## config.mk

```make
export PLATFORM = sky130hd
export DESIGN_NAME = inst_fetch_unit
export DESIGN_NICKNAME = d
export VERILOG_FILES = /design/src/rtl/inst_fetch_unit.sv
export SDC_FILE = /design/constraint.sdc
export NUM_CORES = 1
export LEC_CHECK = 0
export ABC_CLOCK_PERIOD_IN_PS = 3350
export CAP_MARGIN = 0
export CORE_MARGIN = 2
export CORE_UTILIZATION = 49
export DETAILED_ROUTE_END_ITERATION = 10
export PLACE_DENSITY = 0.79
export SETUP_SLACK_MARGIN = 0.3
export SYNTH_ARGS = -nofsm -noshare
export SYNTH_HDL_FRONTEND = slang
export SYNTH_SLANG_ARGS = --single-unit
export TNS_END_PERCENT = 20
```

## constraint.sdc

```tcl
create_clock -name clk -period 3.35 [get_ports clk]
set_input_delay 0.335 -clock clk [delete_from_list [all_inputs] [get_ports clk]]
set_output_delay 0.335 -clock clk [all_outputs]
set_load 0.05 [all_outputs]
```

## src/rtl/inst_fetch_unit.sv

```systemverilog
// Instruction fetch unit: owns the PC, reads the instruction memory and
// queues fetched words with their PCs in a small prefetch buffer for decode.
module inst_fetch_unit #(
    parameter int unsigned        ADDR_W      = 8,
    parameter int unsigned        DATA_W      = 8,
    parameter int unsigned        BUF_DEPTH   = 2,
    parameter logic [ADDR_W-1:0]  RESET_PC    = '0,
    parameter logic [DATA_W-1:0]  HALT_OPCODE = DATA_W'(8'h78)
) (
    input  logic              clk,
    input  logic              reset_n,
    input  logic              start,
    output logic [ADDR_W-1:0] Inst_Addr,
    input  logic [DATA_W-1:0] Instruction,
    output logic              fe_valid,
    input  logic              fe_ready,
    output logic [DATA_W-1:0] fe_instr,
    output logic [ADDR_W-1:0] fe_pc,
    input  logic              redirect,
    input  logic [ADDR_W-1:0] redirect_pc,
    output logic              halted
);

    localparam int unsigned PTR_W = (BUF_DEPTH > 1) ? $clog2(BUF_DEPTH) : 1;
    localparam int unsigned CNT_W = $clog2(BUF_DEPTH + 1);

    typedef enum logic [1:0] {
        S_IDLE = 2'd0,
        S_RUN  = 2'd1,
        S_HALT = 2'd2
    } state_t;

    state_t            state;
    logic [ADDR_W-1:0] pc;
    logic [CNT_W-1:0]  count;
    logic [PTR_W-1:0]  head;
    logic [PTR_W-1:0]  tail;
    logic [DATA_W-1:0] buf_instr [BUF_DEPTH];
    logic [ADDR_W-1:0] buf_pc    [BUF_DEPTH];

    logic              flush;
    logic              do_pop;
    logic              do_push;
    logic              is_halt;
    logic              has_room;
    logic [PTR_W-1:0]  head_nxt;
    logic [CNT_W-1:0]  count_nxt;
    logic [CNT_W-1:0]  remain;
    logic [DATA_W-1:0] head_instr_nxt;
    logic [ADDR_W-1:0] head_pc_nxt;

    assign Inst_Addr = pc;

    // Push/pop decisions and the entry that will sit at the buffer head next cycle
    always_comb begin
        flush          = redirect && (state != S_IDLE);
        do_pop         = fe_valid && fe_ready;
        is_halt        = (Instruction == HALT_OPCODE);
        has_room       = (count < CNT_W'(BUF_DEPTH)) || do_pop;
        do_push        = (state == S_RUN) && !flush && !is_halt && has_room;
        head_nxt       = do_pop ? PTR_W'(head + PTR_W'(1)) : head;
        count_nxt      = CNT_W'(count + CNT_W'(do_push) - CNT_W'(do_pop));
        remain         = CNT_W'(count - CNT_W'(do_pop));
        head_instr_nxt = buf_instr[head_nxt];
        head_pc_nxt    = buf_pc[head_nxt];
        // An empty buffer after the pop means the word being pushed becomes the head
        if (remain == '0) begin
            head_instr_nxt = Instruction;
            head_pc_nxt    = pc;
        end
    end

    // Control FSM, PC, prefetch buffer and registered decode-side outputs
    always_ff @(posedge clk or negedge reset_n) begin
        if (!reset_n) begin
            state    <= S_IDLE;
            pc       <= RESET_PC;
            count    <= '0;
            head     <= '0;
            tail     <= '0;
            fe_valid <= 1'b0;
            fe_instr <= '0;
            fe_pc    <= '0;
            halted   <= 1'b0;
            for (int i = 0; i < int'(BUF_DEPTH); i++) begin
                buf_instr[i] <= '0;
                buf_pc[i]    <= '0;
            end
        end else if (flush) begin
            // Redirect wins over everything: drop the buffer and any in-flight word
            state    <= S_RUN;
            pc       <= redirect_pc;
            count    <= '0;
            head     <= '0;
            tail     <= '0;
            fe_valid <= 1'b0;
            halted   <= 1'b0;
        end else begin
            if (do_push) begin
                buf_instr[tail] <= Instruction;
                buf_pc[tail]    <= pc;
                tail            <= PTR_W'(tail + PTR_W'(1));
                pc              <= ADDR_W'(pc + ADDR_W'(1));
            end
            head     <= head_nxt;
            count    <= count_nxt;
            fe_valid <= (count_nxt != '0);
            if (count_nxt != '0) begin
                fe_instr <= head_instr_nxt;
                fe_pc    <= head_pc_nxt;
            end
            case (state)
                S_IDLE: begin
                    if (start) begin
                        state <= S_RUN;
                    end
                end
                S_RUN: begin
                    if (is_halt) begin
                        state  <= S_HALT;
                        halted <= 1'b1;
                    end
                end
                S_HALT: begin
                    state <= S_HALT;
                end
                default: begin
                    state <= S_IDLE;
                end
            endcase
        end
    end

endmodule

```

Yosys cells after proc, flatten, opt, wreduce, memory -nomap -nowiden
Index checks and enable logic that the tools add are counted.
{"block": "totals", "register_bits": 64}
{"block": "op_classes", "n_addsub": 6, "n_lt_le_gt_ge": 4, "eq_ne": 5, "mux": 27, "bitwise": 3, "reduce_logical": 20}
{"cell": "two-way mux 8 bit", "count": 11}
{"cell": "bitwise mux 16 bit", "count": 2}
{"cell": "nonzero test 2 bit", "count": 5}
{"cell": "adder 8 x 1 -> 8 bit (second input constant)", "count": 1}
{"cell": "demux 8 bit (select 1 bit)", "count": 1}
{"cell": "== test 8 x 7 -> 1 bit (second input constant)", "count": 1}
{"cell": "two-way mux 1 bit", "count": 8}
{"cell": "two-way mux 2 bit", "count": 4}
{"cell": "AND reduction 2 bit", "count": 4}
{"cell": "logical AND 1 bit", "count": 6}
{"cell": "inequality test 3 bit (second input constant)", "count": 2}
{"cell": "one-hot mux 2 bit (3 select lines)", "count": 1}
{"cell": "greater-or-equal comparator 2 bit (second input constant)", "count": 2}
{"cell": "zero test 2 bit", "count": 2}
{"cell": "inverter 1 -> 2 bit", "count": 2}
{"cell": "subtractor 2 x 1 -> 2 bit", "count": 2}
{"cell": "adder 1 bit (second input constant)", "count": 2}
{"cell": "adder 2 x 1 -> 2 bit", "count": 1}
{"cell": "== test 2 x 1 -> 1 bit (second input constant)", "count": 1}
{"cell": "== test 2 bit (second input constant)", "count": 1}
{"cell": "zero test 1 bit", "count": 2}
{"cell": "less-than comparator 2 x 1 -> 1 bit (second input constant)", "count": 1}
{"cell": "less-than comparator 2 bit (second input constant)", "count": 1}
{"cell": "logical OR 1 bit", "count": 1}
{"cell": "inverter 1 bit", "count": 1}

Longest topological paths before layout
Gate-level depths: netlist (run 1).
{"block": "logic_depth", "ltp_word": 10, "depth_mapped": 14, "mapped_depth_nobuf": 11}

Worst setup path after synthesis (run 1)
Ideal clock, no wire load.
{"block": "synth_path", "path_kind": "flip-flop to flip-flop", "start": "register fe_valid", "end": "register fe_instr[6]", "setup_ps": 125, "t_arrival_ps": 3170, "required_ps": 3225, "setup_slack_ps": 56, "stages_incl_launch_ff": 13, "n_path_buf": 3, "synth_period_minus_slack_ps": 3294, "cell_sequence": "dfrtp_1 buf_2 a21bo_2 o2111ai_4 buf_4 ha_1 inv_1 ha_1 xnor2_1 xnor2_1 o21ai_1 buf_2 mux2_2"}
{"block": "synth_via", "elab_chain_len": 7}
{"element": "from (decl)", "line_no": "15", "rtl": "output logic fe_valid,"}
{"element": "from (signal assigned)", "line_no": "107", "rtl": "fe_valid <= (count_nxt != '0);"}
{"element": "logical AND 1 bit *", "line_no": "57", "rtl": "do_pop = fe_valid && fe_ready;"}
{"element": "logical OR 1 bit or two-way mux 1 bit (tied branches)", "line_no": "59, 61"}
{"element": "logical AND 1 bit or inverter 1 -> 2 bit (tied branches)", "line_no": "60, 64"}
{"element": "adder 2 x 1 -> 2 bit or two-way mux 8 bit (tied branches)", "line_no": "62, 64"}
{"element": "subtractor 2 x 1 -> 2 bit or two-way mux 8 bit (tied branches)", "line_no": "62, 64"}
{"element": "nonzero test 2 bit or two-way mux 8 bit (tied branches)", "line_no": "108, 64"}
{"element": "AND reduction 2 bit (no source line) or two-way mux 8 bit (tied branches)"}
{"element": "to (signal assigned)", "line_no": "109", "rtl": "fe_instr <= head_instr_nxt;"}
{"element": "to (decl)", "line_no": "17", "rtl": "output logic [DATA_W-1:0] fe_instr,"}
Every way passes the cells marked *; elsewhere a longest branch is shown, timed or not. The select of a mux whose other input is x is not followed.
A chain may end at the register's enable or synchronous reset.

Worst setup path in the final report (run 1)
{"block": "layout_path", "start": "input Instruction[6]", "end": "register fe_pc[3]"}
{"block": "layout_via", "elab_chain_len": 8}
{"element": "from (decl)", "line_no": "14", "rtl": "input logic [DATA_W-1:0] Instruction,"}
{"element": "== test 8 x 7 -> 1 bit", "line_no": "58", "rtl": "is_halt = (Instruction == HALT_OPCODE);"}
{"element": "zero test 1 bit", "line_no": "60", "rtl": "do_push = (state == S_RUN) && !flush && !is_halt && has_room;"}
{"element": "logical AND 1 bit (2 in a row)", "line_no": "60"}
{"element": "adder 2 x 1 -> 2 bit", "line_no": "62", "rtl": "count_nxt = CNT_W'(count + CNT_W'(do_push) - CNT_W'(do_pop));"}
{"element": "subtractor 2 x 1 -> 2 bit", "line_no": "62"}
{"element": "nonzero test 2 bit", "line_no": "108", "rtl": "if (count_nxt != '0) begin"}
{"element": "AND reduction 2 bit (no source line)"}
{"element": "to (signal assigned)", "line_no": "110", "rtl": "fe_pc <= head_pc_nxt;"}
{"element": "to (decl)", "line_no": "18", "rtl": "output logic [ADDR_W-1:0] fe_pc,"}
Every way passes these cells.

==> results of run 1 <==
-- how the worst min path moves through the flow --
stage                     startpoint       endpoint  depth (start not counted)
after floorplan              reset_n   Inst_Addr[0]                          0
after global placement       reset_n  buf_instr[12]                          1
after detailed placement     reset_n   buf_instr[3]                          1
after CTS                    reset_n       state[1]                          1
after global routing         reset_n       state[1]                          1
final                        reset_n    fe_instr[2]                          1
-- state kept, by name, summed over array words and instances (netlist names) --
signal     count
fe_pc          8
buf_instr     16
count          2
head           1
state          2
fe_instr       8
tail           1
buf_pc        16
Inst_Addr      8
fe_valid       1
halted         1
-- logic make-up (layout without fill, tap and decap cells) --
| group | count (synthesis) | after routing | share of synthesized area |
|---|---|---|---|
| AOI/OAI and AO/OA | 75 | 75 | 0.153 |
| xor gates and xnor gates | 3 | 3 | 0.00810 |
| adders and majority gates | 6 | 6 | 0.0231 |
| buffers and inverters | 25 | 75 | 0.0370 |
| DFF | 64 | 64 | 0.494 |
| muxes | 49 | 49 | 0.181 |
| and+or+nand+nor | 58 | 58 | 0.104 |
-- cell usage in the layout (no fill, tap or decap), types with 3 or more instances in the layout --
cell and instances:
sky130_fd_sc_hd__o21ai_0 25, sky130_fd_sc_hd__mux2_4 10, sky130_fd_sc_hd__nand2_1 5, sky130_fd_sc_hd__nand3_1 21
sky130_fd_sc_hd__mux2_2 38, sky130_fd_sc_hd__nor2_1 7, sky130_fd_sc_hd__dfrtp_1 63, sky130_fd_sc_hd__clkdlybuf4s50_1 45
sky130_fd_sc_hd__buf_4 7, sky130_fd_sc_hd__a31oi_1 21, sky130_fd_sc_hd__inv_1 5, sky130_fd_sc_hd__or3_1 5
sky130_fd_sc_hd__nand4_1 3, sky130_fd_sc_hd__and2_1 4, sky130_fd_sc_hd__a211oi_1 16, sky130_fd_sc_hd__clkbuf_8 11
sky130_fd_sc_hd__ha_1 6
-- layout make-up --
type / instances / area share
clock inverters: 5 / 0.0197
well taps: 77 / 0.0241
flip-flops and latches: 64 / 0.401
repair buffers: 54 / 0.132
inverters: 5 / 0.00469
clock buffers: 11 / 0.0378
multi-input cells: 191 / 0.381
-- metal layers --
layer	up-vias	GRT usage	wire (µm)
met3	10	0.0477	484
met2	92	0.381	3750
met4	0	0.0938	81
met5	-	0	0
met1	1224	0.307	3430
li1	1147	-	-
-- power breakdown --
| group | total [mW] | switching [mW] | internal, mW | leakage [nW] |
|---|---|---|---|---|
| sequential | 1.50 | 0.329 | 1.17 | 0.756 |
| clock | 0.763 | 0.305 | 0.458 | 0.119 |
| combinational | 2.67 | 1.47 | 1.20 | 0.766 |
-- stage by stage --
| stage | instances | instance area [µm²] |
|---|---|---|
| 2_1_floorplan | 280 | 3250 |
| 3_3_place_gp | 391 | 3770 |
| 3_5_place_dp | 391 | 3770 |
| 4_1_cts | 407 | 4000 |
| 5_1_grt | 407 | 4000 |
| 6_report | 407 | 4000 |
-- critical path, stage by stage --
cell,delay (ns)
sky130_fd_sc_hd__clkdlybuf4s50_1,0.54
sky130_fd_sc_hd__or4b_4,0.53
sky130_fd_sc_hd__o2111ai_4,0.22
sky130_fd_sc_hd__ha_1,0.26
sky130_fd_sc_hd__inv_1,0.06
sky130_fd_sc_hd__ha_1,0.14
sky130_fd_sc_hd__xnor2_1,0.13
sky130_fd_sc_hd__xnor2_1,0.12
sky130_fd_sc_hd__o21ai_2,0.19
sky130_fd_sc_hd__buf_12,0.18
sky130_fd_sc_hd__mux2_2,0.35
==> metrics.md, run 1 <==
| Metric | Value |
|---|---|
| Worst-case register-to-register setup slack | around 0.62 ns |
| Leak Pwr | 1.64 nW |
| Number of synthesized register bits | 64 |
| Antenna Cells | 0 |
| Portion of the clock cycle consumed by the worst path in the final layout | 0.843 |
| Largest clock skew in the final design | 0.00875 ns |
| Insertion delay of the later-clocked pin in the worst-skew pair | 0.34 ns |
| Worst reg-to-reg path cell count | 12 |
| Total of cells resized after clock tree synthesis | 0 |
| Post-Synthesis Cell Area | 3240 µm² |
| Reported max-cap violation count | 0 |
| Core region area | 6390 µm² |
| Via density per instance | about 6.1 |
| Global-route wire length before repair | 13100 µm |
| Warnings from Yosys | 0 |
| Top-level I/O count | 47 |
| Pin slew with the least headroom to its limit | roughly 0.77 ns |
| GR Util All Layers | 0.234 |
| CP Data Required Time | 3.58 ns |
| Async S/R FF share, synth | 1.00 |
| Via total after detailed routing | 2473 |
| Power density of the placed cells | 1230 nW/µm² |
| Clock tree from TritonCTS | built |
| Distinct cell type count after synthesis | a little over 40 |
| Total design power | 4.93 mW |
| Maximum fanout count along the critical path | 17 |
| Die height | between 80 and 90 µm |
| Starting density of the core | 0.508 |
| Total setup violations reported at the end of the flow | 0 |
| GRT overflow | 0 |
| Beginning of the worst register-to-register path | state[0] |
| Minimum setup slack in the final design | 0.524 ns |
| Clock root buffer | sky130_fd_sc_hd__clkbuf_8 |
| Area of the multi-input gates | 1530 µm² |
| Fraction of the yosys area taken by sequential cells | 0.494 |
| Max Transition Viols Final | 0 |
| Setup TNS after final layout | 0 ns |
| Run status | finished, final reports clean |
| Proportion of layout cells with a drive suffix above 1 | 0.245 |
| Number of antenna-violating nets in the routed design | 0 |
| HPWL Detailed | 5010 µm |
| Path type of the worst setup path | primary input to register |
| VDD IR-drop max | 0.000707 V |
| Most common cell in the synthesized netlist | sky130_fd_sc_hd__dfrtp_1 |
| Via count of the first global-routing pass | 2584 |
| Hold_buf cts | 0 |
| Setup WS pre-CTS | 0.168 ns |
| DR DRC count | 0 |
| Final cell utilization of the core | 0.627 |
| Maximum buffer depth of the clock tree | 2 |
| Pin count of the biggest net entering global routing | 34 |
| Growth of design area from synthesis to finish | 23.4% |
| Routability congestion estimate from global placement | 0.801 |
| Top cells by instance count after synthesis | sky130_fd_sc_hd__dfrtp_1 (64), sky130_fd_sc_hd__mux2_2 (38), sky130_fd_sc_hd__o21ai_0 (25) |
| Mean Syn Cell Area | 11.6 µm² |
| Top flip-flop cell by instance count after synthesis | sky130_fd_sc_hd__dfrtp_1 |
| First drt pass iteration count | 4 |
| Violation count after the first detailed-routing iteration | approximately 170 |
| Worst R2R End | fe_pc[3] |
| Endpoint of the worst setup timing path | fe_pc[3] |
| Number of antenna violations at the first check in global routing | 0 |
| Fraction of synthesized cell area taken by the top area cell type | 0.494 |
| Net count reported at finish | 352 |
| Leading post-synthesis cells by cell area | sky130_fd_sc_hd__dfrtp_1 (49%), sky130_fd_sc_hd__mux2_2 (13%), sky130_fd_sc_hd__mux2_4 (4.6%), sky130_fd_sc_hd__a31oi_1 (4.1%), sky130_fd_sc_hd__o21ai_0 (3.9%) |
| Sequential cell area | 1600 µm² |
| Worst hold slack after final layout | 0.0364 ns |
| Maximum operating frequency | 0.354 GHz |
| Drt total wl | 7740 µm |
| Clock-pin slew of the registers on the worst-case setup and hold paths | around 0.070 ns |
| Routed wire length per instance | 19.0 µm |
| CTS HTree Levels | 3 |
| Crit path launch | Instruction[6] |
| Total Die Area | 7290 µm² |
| Crit path DAT | 3.05 ns |
| Syn Inst Count | 280 |
| Kind of start point of the critical path | primary input |
| Number of flops mapped to enable cells by yosys | 0 |
| Final min period | 2.83 ns |
| Post-synthesis cell type with the largest combined area | sky130_fd_sc_hd__dfrtp_1 |
| Path type of the worst min-delay path | primary input to async pin |
| Floorplan row count | 29 |
| Rel. slew slack | 0.484 |
| Critical Path End Type | register |
| Endpoints failing hold | 0 |
| Postcts setup bufs | 0 |
| Filler cells | 496 |
| Clk sink count | 64 |
| Chip Width | 85.4 µm |
| Unrepaired setup endpoints after global routing | false |
| CTS buffer count | 9 |
| Syn Nets | 307 |
| Buffers on Ports | 46 |
No activity file was read; power rests on OpenSTA's default activity.
==> inputs of run 2 (changes only) <==
--- a/config.mk
+++ b/config.mk
@@ -5,7 +5,7 @@
 export SDC_FILE = /design/constraint.sdc
 export NUM_CORES = 1
 export LEC_CHECK = 0
-export ABC_CLOCK_PERIOD_IN_PS = 3350
+export ABC_CLOCK_PERIOD_IN_PS = 2300
 export CAP_MARGIN = 0
 export CORE_MARGIN = 2
 export CORE_UTILIZATION = 49
==> constraint.sdc (replaced) <==
create_clock -name clk -period 2.3 [get_ports clk]
set_input_delay 0.23 -clock clk [delete_from_list [all_inputs] [get_ports clk]]
set_output_delay 0.23 -clock clk [all_outputs]
set_load 0.05 [all_outputs]
==> run 2 against run 1 <==
Net effect:
- the run now ends with negative setup slack left
- critical path type is now register to register
- highest routed layer unchanged
- routed wire length increased by 12%
- sequential share of layout area decreased by 3.9 points
- critical path depth increased by 2
- worst setup slack got worse by 0.77 ns
- critical endpoint is now fe_instr[0]
==> metrics.md, run 2 (synthesis results as in run 1) <==
| Metric | Value |
|---|---|
| Final cell utilization of the core | 0.694 (was 0.627) |
| Portion of the clock cycle consumed by the worst path in the final layout | 1.10 |
| Maximum operating frequency | 0.393 GHz |
| Power density of the placed cells | 1850 nW/µm² (was 1230 nW/µm²) |
| Total Die Area | 7290 µm² (unchanged) |
| Path type of the worst setup path | register to register (was primary input to register) |
| Via density per instance | 5.95 (was 6.08) |
| Drt total wl | 8640 µm (was 7740 µm) |
| Number of antenna violations at the first check in global routing | 0 (unchanged) |
| Clock-pin slew of the registers on the worst-case setup and hold paths | 0.07 ns (about the same) |
| Metal-1 WL | 3560 µm (was 3430 µm) |
| Beginning of the worst register-to-register path | state[0] (unchanged) |
| Worst hold slack after final layout | 0.0281 ns (was 0.0364 ns) |
| Violated checks | negative setup slack |
| GRT overflow | 0 (unchanged) |
| Total setup violations reported at the end of the flow | 17 (was 0) |
| Unrepaired setup endpoints after global routing | true (was false) |
| Path type of the worst min-delay path | primary input to async pin (unchanged) |
| Global-route wire length before repair | 13600 µm (was 13100 µm) |
| Proportion of layout cells with a drive suffix above 1 | 0.340 (was 0.245) |
| Total design power | 8.22 mW (was 4.93 mW) |
| Growth of design area from synthesis to finish | 36.7% (was 23.4%) |
| Slowest cell delay on critical path | 0.41 ns (was 0.54 ns) |
| Routability congestion estimate from global placement | 0.795 (was 0.801) |
| Pin count of the biggest net entering global routing | 42 (was 34) |
| Maximum buffer depth of the clock tree | 2 (unchanged) |
| Insertion delay of the later-clocked pin in the worst-skew pair | 0.35 ns (was 0.34 ns) |
| CTS buffer count | 9 (unchanged) |
| Critical path cell sequence | inv_2 -> ha_4 -> nand2b_4 -> o2111ai_4 -> ha_4 -> inv_2 -> ha_4 -> xnor2_2 -> xnor2_2 -> o21ai_2 -> buf_6 -> buf_12 -> mux2_2 (was clkdlybuf4s50_1 -> or4b_4 -> o2111ai_4 -> ha_1 -> inv_1 -> ha_1 -> xnor2_1 -> xnor2_1 -> o21ai_2 -> buf_12 -> mux2_2) |
| VDD IR-drop max | 0.00142 V (was 0.000707 V) |
| Commonest non-fill, non-tap cells in the layout | sky130_fd_sc_hd__dfrtp_1 (63), sky130_fd_sc_hd__clkdlybuf4s50_1 (37), sky130_fd_sc_hd__buf_4 (33) (was sky130_fd_sc_hd__dfrtp_1 (63), sky130_fd_sc_hd__clkdlybuf4s50_1 (45), sky130_fd_sc_hd__mux2_2 (38)) |
| HPWL Detailed | 5540 µm (was 5010 µm) |
| Worst reg-to-reg path cell count | 13 (was 12) |
| Critical Path End Type | register (unchanged) |
| Number of antenna-violating nets in the routed design | 0 (unchanged) |
| Minimum setup slack in the final design | -0.241 ns (was 0.524 ns) |
| Core region area | 6390 µm² (unchanged) |
| GR Util All Layers | 0.243 (was 0.234) |
| Setup TNS after final layout | -3.47 ns (was 0 ns) |
| Run status | finished, violations left (was finished, final reports clean) |
| Kind of start point of the critical path | register (was primary input) |
| Chip Width | 85.4 µm (unchanged) |
| Clock root buffer | sky130_fd_sc_hd__clkbuf_8 (unchanged) |
| Reported max-cap violation count | 0 (unchanged) |
| Crit path launch | state[0] (was Instruction[6]) |
| Via count of the first global-routing pass | 2681 (was 2584) |
| Number of instances in the placed design | 415 (was 391) |
| Clk sink count | 64 (unchanged) |
| Family with the most delay on the worst path | adder cells (was buffers and inverters) |
| Floorplan row count | 29 (unchanged) |
| Endpoints failing hold | 0 (unchanged) |
| Worst-case register-to-register setup slack | -0.24 ns (was 0.62 ns) |
| CTS HTree Levels | 3 (unchanged) |
| Buffers on Ports | 46 (unchanged) |
| Pin slew with the least headroom to its limit | 0.949 ns (was 0.772 ns) |
| Die height | 85.4 µm (unchanged) |
| Via total after detailed routing | 2613 (was 2473) |
| Rel. slew slack | 0.367 (was 0.484) |
| Most common cell type on the critical path | sky130_fd_sc_hd__ha_4 |
| Clock tree from TritonCTS | built (unchanged) |
| CP Data Required Time | 2.53 ns (was 3.58 ns) |
| Cell count along the critical path | 13 (was 11) |
| Count of buffering cells on the critical path with inverters included | 4 (was 3) |
| Leak Pwr | 1.94 nW (was 1.64 nW) |
| Worst R2R End | fe_instr[0] (was fe_pc[3]) |
| Setup WS pre-CTS | -0.761 ns (was 0.168 ns) |
| Leading cell type in the layout, fill and taps excluded | sky130_fd_sc_hd__dfrtp_1 (unchanged) |
| Cell with the largest stage delay on the worst path | sky130_fd_sc_hd__dfrtp_1 (was sky130_fd_sc_hd__clkdlybuf4s50_1) |
| Max Transition Viols Final | 0 (unchanged) |
| Registers with the highest flip-flop counts | buf_instr x16, buf_pc x16 (unchanged) |
| Endpoint of the worst setup timing path | fe_instr[0] (was fe_pc[3]) |
| Filler-free cell count of the finished design | 439 (was 407) |
| Routed wire length per instance | 19.7 µm (was 19.0 µm) |
| Antenna Cells | 0 (unchanged) |
| Maximum fanout count along the critical path | 5 (was 17) |
| Final min period | roughly 2.5 ns |
| Starting density of the core | 0.508 (unchanged) |
| Cell Area, Placed | 4070 µm² (was 3770 µm²) |
| Crit path DAT | 2.78 ns (was 3.05 ns) |
| Top-level I/O count | 47 (unchanged) |
| Post-layout instance area | 4430 µm² (was 4000 µm²) |
| Max Used Layer | met4 (unchanged) |
| Routed length on met3 | 521 µm (was 484 µm) |
| Net count reported at finish | 384 (was 352) |
| Wire length on met2 | 4390 µm (was 3750 µm) |
| Violation count after the first detailed-routing iteration | 198 (was 168) |
| First drt pass iteration count | 4 (unchanged) |
| Largest clock skew in the final design | 0.00596 ns (was 0.00875 ns) |
| Hold_buf cts | 0 (unchanged) |
| DR DRC count | 0 (unchanged) |
==> run 2: timing repair <==
| item | CTS | global route |
|---|---|---|
| pin swaps | 7 | 1 |
| setup endpoints to repair | 50 | 53 |
| cloned | 2 | 0 |
| endpoints found under the hold margin | 0 | 0 |
| buffers inserted | 3 | 3 |
| resized for setup | 15 | 6 |
==> run 2: cell type report <==
| class | instances | area (µm²) |
|---|---|---|
| fill | 460 | 1950 |
| multi-input combinational | 191 | 1650 |
| sequential | 64 | 1600 |
| timing repair buffer | 86 | 846 |
| clock buffer | 14 | 183 |
| tap | 77 | 96.3 |
| clock inverter | 2 | 35.0 |
| inverter | 5 | 18.8 |
==> run 2: per-layer routing <==
metal  global-route usage  vias to the layer above
met4                0.105                        0
met2                0.376                      106
met3               0.0623                       17
met5                    0                        -
li1                     -                     1208
met1                0.326                     1282
==> run 2: worst min path at each step <==
stage,end,slack [ns],cells past startpoint,startpoint
2_1_floorplan,Inst_Addr[0],-0.07,0,reset_n
6_report,Inst_Addr[5],0.03,1,reset_n
4_1_cts,buf_pc[0],0.05,1,reset_n
3_3_place_gp,Inst_Addr[0],0.41,1,reset_n
3_5_place_dp,Inst_Addr[0],0.41,1,reset_n
5_1_grt,buf_pc[0],0.1,1,reset_n
==> run 2: report_power, final <==
group | leakage (nW) | switching [mW] | total [mW] | internal [mW]
logic | 1.07 | 2.45 | 5.00 | 2.55
registers | 0.756 | 0.469 | 2.18 | 1.71
clock network | 0.113 | 0.426 | 1.04 | 0.618
==> inputs of run 3 (changes only) <==
==> constraint.sdc (replaced) <==
create_clock -name clk -period 2.3 [get_ports clk]
set_input_delay 0.23 -clock clk [delete_from_list [all_inputs] [get_ports clk]]
set_output_delay 0.23 -clock clk [all_outputs]
set_load 0.02 [all_outputs]
==> run 3 against run 2 <==
Net effect:
- routed wire length is 3.9% lower
- worst setup slack got worse by 0.018 ns
- largest cell class unchanged
- final area increased by 0.56%
- largest power group unchanged
- the flow still finishes with violations (negative setup slack)
- critical path type unchanged
- sequential cell count did not move
- clock skew up 0.0041 ns
- cell count increased by 0.23%
- non-clock buffer count grew 2
- sequential share of layout area fell by 0.23 points
- core utilization is 0.39 points higher
- die area stayed put
- sequential power about the same
==> metrics.md, run 3 (synthesis results as in run 1) <==
| Metric | Value |
|---|---|
| Top-level I/O count | 47 (unchanged) |
| Number of instances in the placed design | 417 (was 415) |
| HPWL Detailed | 5170 µm (was 5540 µm) |
| Power density of the placed cells | 1740 nW/µm² (was 1850 nW/µm²) |
| Critical Path End Type | register (unchanged) |
| CTS HTree Levels | 3 (unchanged) |
| Worst R2R End | fe_instr[4] (was fe_instr[0]) |
| Kind of start point of the critical path | register (unchanged) |
| Cell with the largest stage delay on the worst path | sky130_fd_sc_hd__dfrtp_1 (unchanged) |
| Violated checks | negative setup slack (unchanged) |
| Die height | 85.4 µm (unchanged) |
| Clock-pin slew of the registers on the worst-case setup and hold paths | 0.07 ns (about the same) |
| Path type of the worst setup path | register to register (unchanged) |
| Most common cell type on the critical path | sky130_fd_sc_hd__ha_4 (unchanged) |
| Via count of the first global-routing pass | 2703 (was 2681) |
| Slowest cell delay on critical path | 0.42 ns (was 0.41 ns) |
| Unrepaired setup endpoints after global routing | true (unchanged) |
| Minimum setup slack in the final design | -0.260 ns (was -0.241 ns) |
| Worst reg-to-reg path cell count | 13 (unchanged) |
| Maximum buffer depth of the clock tree | 2 (unchanged) |
| VDD IR-drop max | 0.00109 V (was 0.00142 V) |
| Antenna Cells | 0 (unchanged) |
| Worst-case register-to-register setup slack | -0.26 ns (was -0.24 ns) |
| Proportion of layout cells with a drive suffix above 1 | 0.344 (was 0.340) |
| Crit path DAT | 2.79 ns (was 2.78 ns) |
| Cell Area, Placed | 4060 µm² (was 4070 µm²) |
| Clock root buffer | sky130_fd_sc_hd__clkbuf_8 (unchanged) |
| Max Transition Viols Final | 0 (unchanged) |
| Floorplan row count | 29 (unchanged) |
| Portion of the clock cycle consumed by the worst path in the final layout | 1.11 (was 1.10) |
| Worst hold slack after final layout | 0.0528 ns (was 0.0281 ns) |
| Via total after detailed routing | 2659 (was 2613) |
| Post-layout instance area | 4460 µm² (was 4430 µm²) |
| Global-route wire length before repair | 13900 µm (was 13600 µm) |
| Insertion delay of the later-clocked pin in the worst-skew pair | 0.35 ns (about the same) |
| Reported max-cap violation count | 0 (unchanged) |
| Critical path cell sequence | inv_2 -> ha_4 -> nand2b_4 -> o2111ai_4 -> ha_4 -> inv_2 -> ha_4 -> xnor2_4 -> xnor2_2 -> o21ai_2 -> buf_12 -> buf_8 -> mux2_4 (was inv_2 -> ha_4 -> nand2b_4 -> o2111ai_4 -> ha_4 -> inv_2 -> ha_4 -> xnor2_2 -> xnor2_2 -> o21ai_2 -> buf_6 -> buf_12 -> mux2_2) |
| Net count reported at finish | 386 (was 384) |
| Beginning of the worst register-to-register path | state[0] (unchanged) |
| Maximum operating frequency | 0.391 GHz (was 0.393 GHz) |
| CP Data Required Time | 2.53 ns (about the same) |
| Routability congestion estimate from global placement | 0.816 (was 0.795) |
| Growth of design area from synthesis to finish | 37.5% (was 36.7%) |
| Starting density of the core | 0.508 (unchanged) |
| Violation count after the first detailed-routing iteration | 178 (was 198) |
| Drt total wl | 8300 µm (was 8640 µm) |
| Core region area | 6390 µm² (unchanged) |
| Total Die Area | 7290 µm² (unchanged) |
| First drt pass iteration count | 4 (unchanged) |
| Routed wire length per instance | 18.9 µm (was 19.7 µm) |
| Crit path launch | state[0] (unchanged) |
| Rel. slew slack | 0.474 (was 0.367) |
| Registers with the highest flip-flop counts | buf_instr x16, buf_pc x16 (unchanged) |
| Clock tree from TritonCTS | built (unchanged) |
| GRT overflow | 0 (unchanged) |
| Leading cell type in the layout, fill and taps excluded | sky130_fd_sc_hd__dfrtp_1 (unchanged) |
| Filler cells | 454 (was 460) |
| Clk sink count | 64 (unchanged) |
| Buffers on Ports | 46 (unchanged) |
| Largest clock skew in the final design | 0.0101 ns (was 0.00596 ns) |
| Sequential cell area | 1600 µm² (about the same) |
| Number of antenna-violating nets in the routed design | 0 (unchanged) |
| Pin slew with the least headroom to its limit | 0.788 ns (was 0.949 ns) |
| Final min period | 2.56 ns (was 2.54 ns) |
| Filler-free cell count of the finished design | 440 (was 439) |
| DR DRC count | 0 (unchanged) |
| Area of the multi-input gates | 1690 µm² (was 1650 µm²) |
| Chip Width | 85.4 µm (unchanged) |
| CTS buffer count | 9 (unchanged) |
| Leak Pwr | 1.92 nW (was 1.94 nW) |
| Maximum fanout count along the critical path | 5 (unchanged) |
| Run status | finished, violations left (unchanged) |
| Setup WS pre-CTS | -0.752 ns (was -0.761 ns) |
| Pin count of the biggest net entering global routing | 65 (was 42) |
| Path type of the worst min-delay path | primary input to async pin (unchanged) |
| Number of antenna violations at the first check in global routing | 0 (unchanged) |
| Commonest non-fill, non-tap cells in the layout | sky130_fd_sc_hd__dfrtp_1 (64), sky130_fd_sc_hd__clkdlybuf4s50_1 (41), sky130_fd_sc_hd__buf_4 (36) (was sky130_fd_sc_hd__dfrtp_1 (63), sky130_fd_sc_hd__clkdlybuf4s50_1 (37), sky130_fd_sc_hd__buf_4 (33)) |
| Total setup violations reported at the end of the flow | 32 (was 17) |
| Endpoints failing hold | 0 (unchanged) |
| Setup TNS after final layout | -5.41 ns (was -3.47 ns) |
| Via density per instance | 6.04 (was 5.95) |
| GR Util All Layers | 0.249 (was 0.243) |
-- run 3: worst max-delay path, delay by kind of cell (launching register included) --
kind	cells	cell delay [ns]
mux	1	0.30
xor+xnor	2	0.28
fa+ha+maj	3	0.59
compound gates	2	0.31
simple gates	1	0.13
buf+inv	4	0.42
flops	1	0.42
-- run 3: final cells by class --
class,instances,area share
Timing Repair Buffer,88,0.188
Multi-Input combinational cell,191,0.378
Clock inverter,5,0.0182
Tap cell,77,0.0216
Sequential cell,64,0.359
Inverter,5,0.00421
Clock buffer,10,0.0309
-- run 3: power by group --
| part | internal, mW | switching, mW | total (mW) |
|---|---|---|---|
| sequential | 1.71 | 0.469 | 2.18 |
| clock | 0.633 | 0.438 | 1.07 |
| combinational | 2.58 | 1.95 | 4.53 |
| total | 4.93 | 2.85 | 7.78 |
-- run 3: metrics by stage --
stage / total power [mW] / util
2_1_floorplan: 4.71 / -
3_3_place_gp: 5.88 / 0.636
3_5_place_dp: 6.03 / 0.636
4_1_cts: 7.70 / 0.694
5_1_grt: 8.24 / 0.698
6_report: 7.78 / 0.698
-- run 3: how the worst max path moves through the flow --
stage	to	slack, ns	cells after the start
2_1_floorplan	fe_instr[6]	-0.53	14
3_3_place_gp	fe_instr[0]	-0.70	11
3_5_place_dp	fe_instr[3]	-0.75	11
4_1_cts	fe_instr[5]	-0.21	13
5_1_grt	fe_instr[4]	-0.36	13
6_report	fe_instr[4]	-0.26	13
-- run 3: what timing repair did --
action	CTS	global route
setup endpoints to repair	50	51
gates cloned	1	0
pin swaps	7	3
setup buffers	5	2
hold buffers	0	0
gates resized for setup	23	3
-- run 3: routing by layer --
layer / vias to the layer above / GRT usage / wire length, µm
met4: 0 / 0.111 / 209
met2: 93 / 0.371 / 3950
met5: - / 0 / 0
met1: 1331 / 0.347 / 3700
met3: 19 / 0.0584 / 447
li1: 1216 / - / -
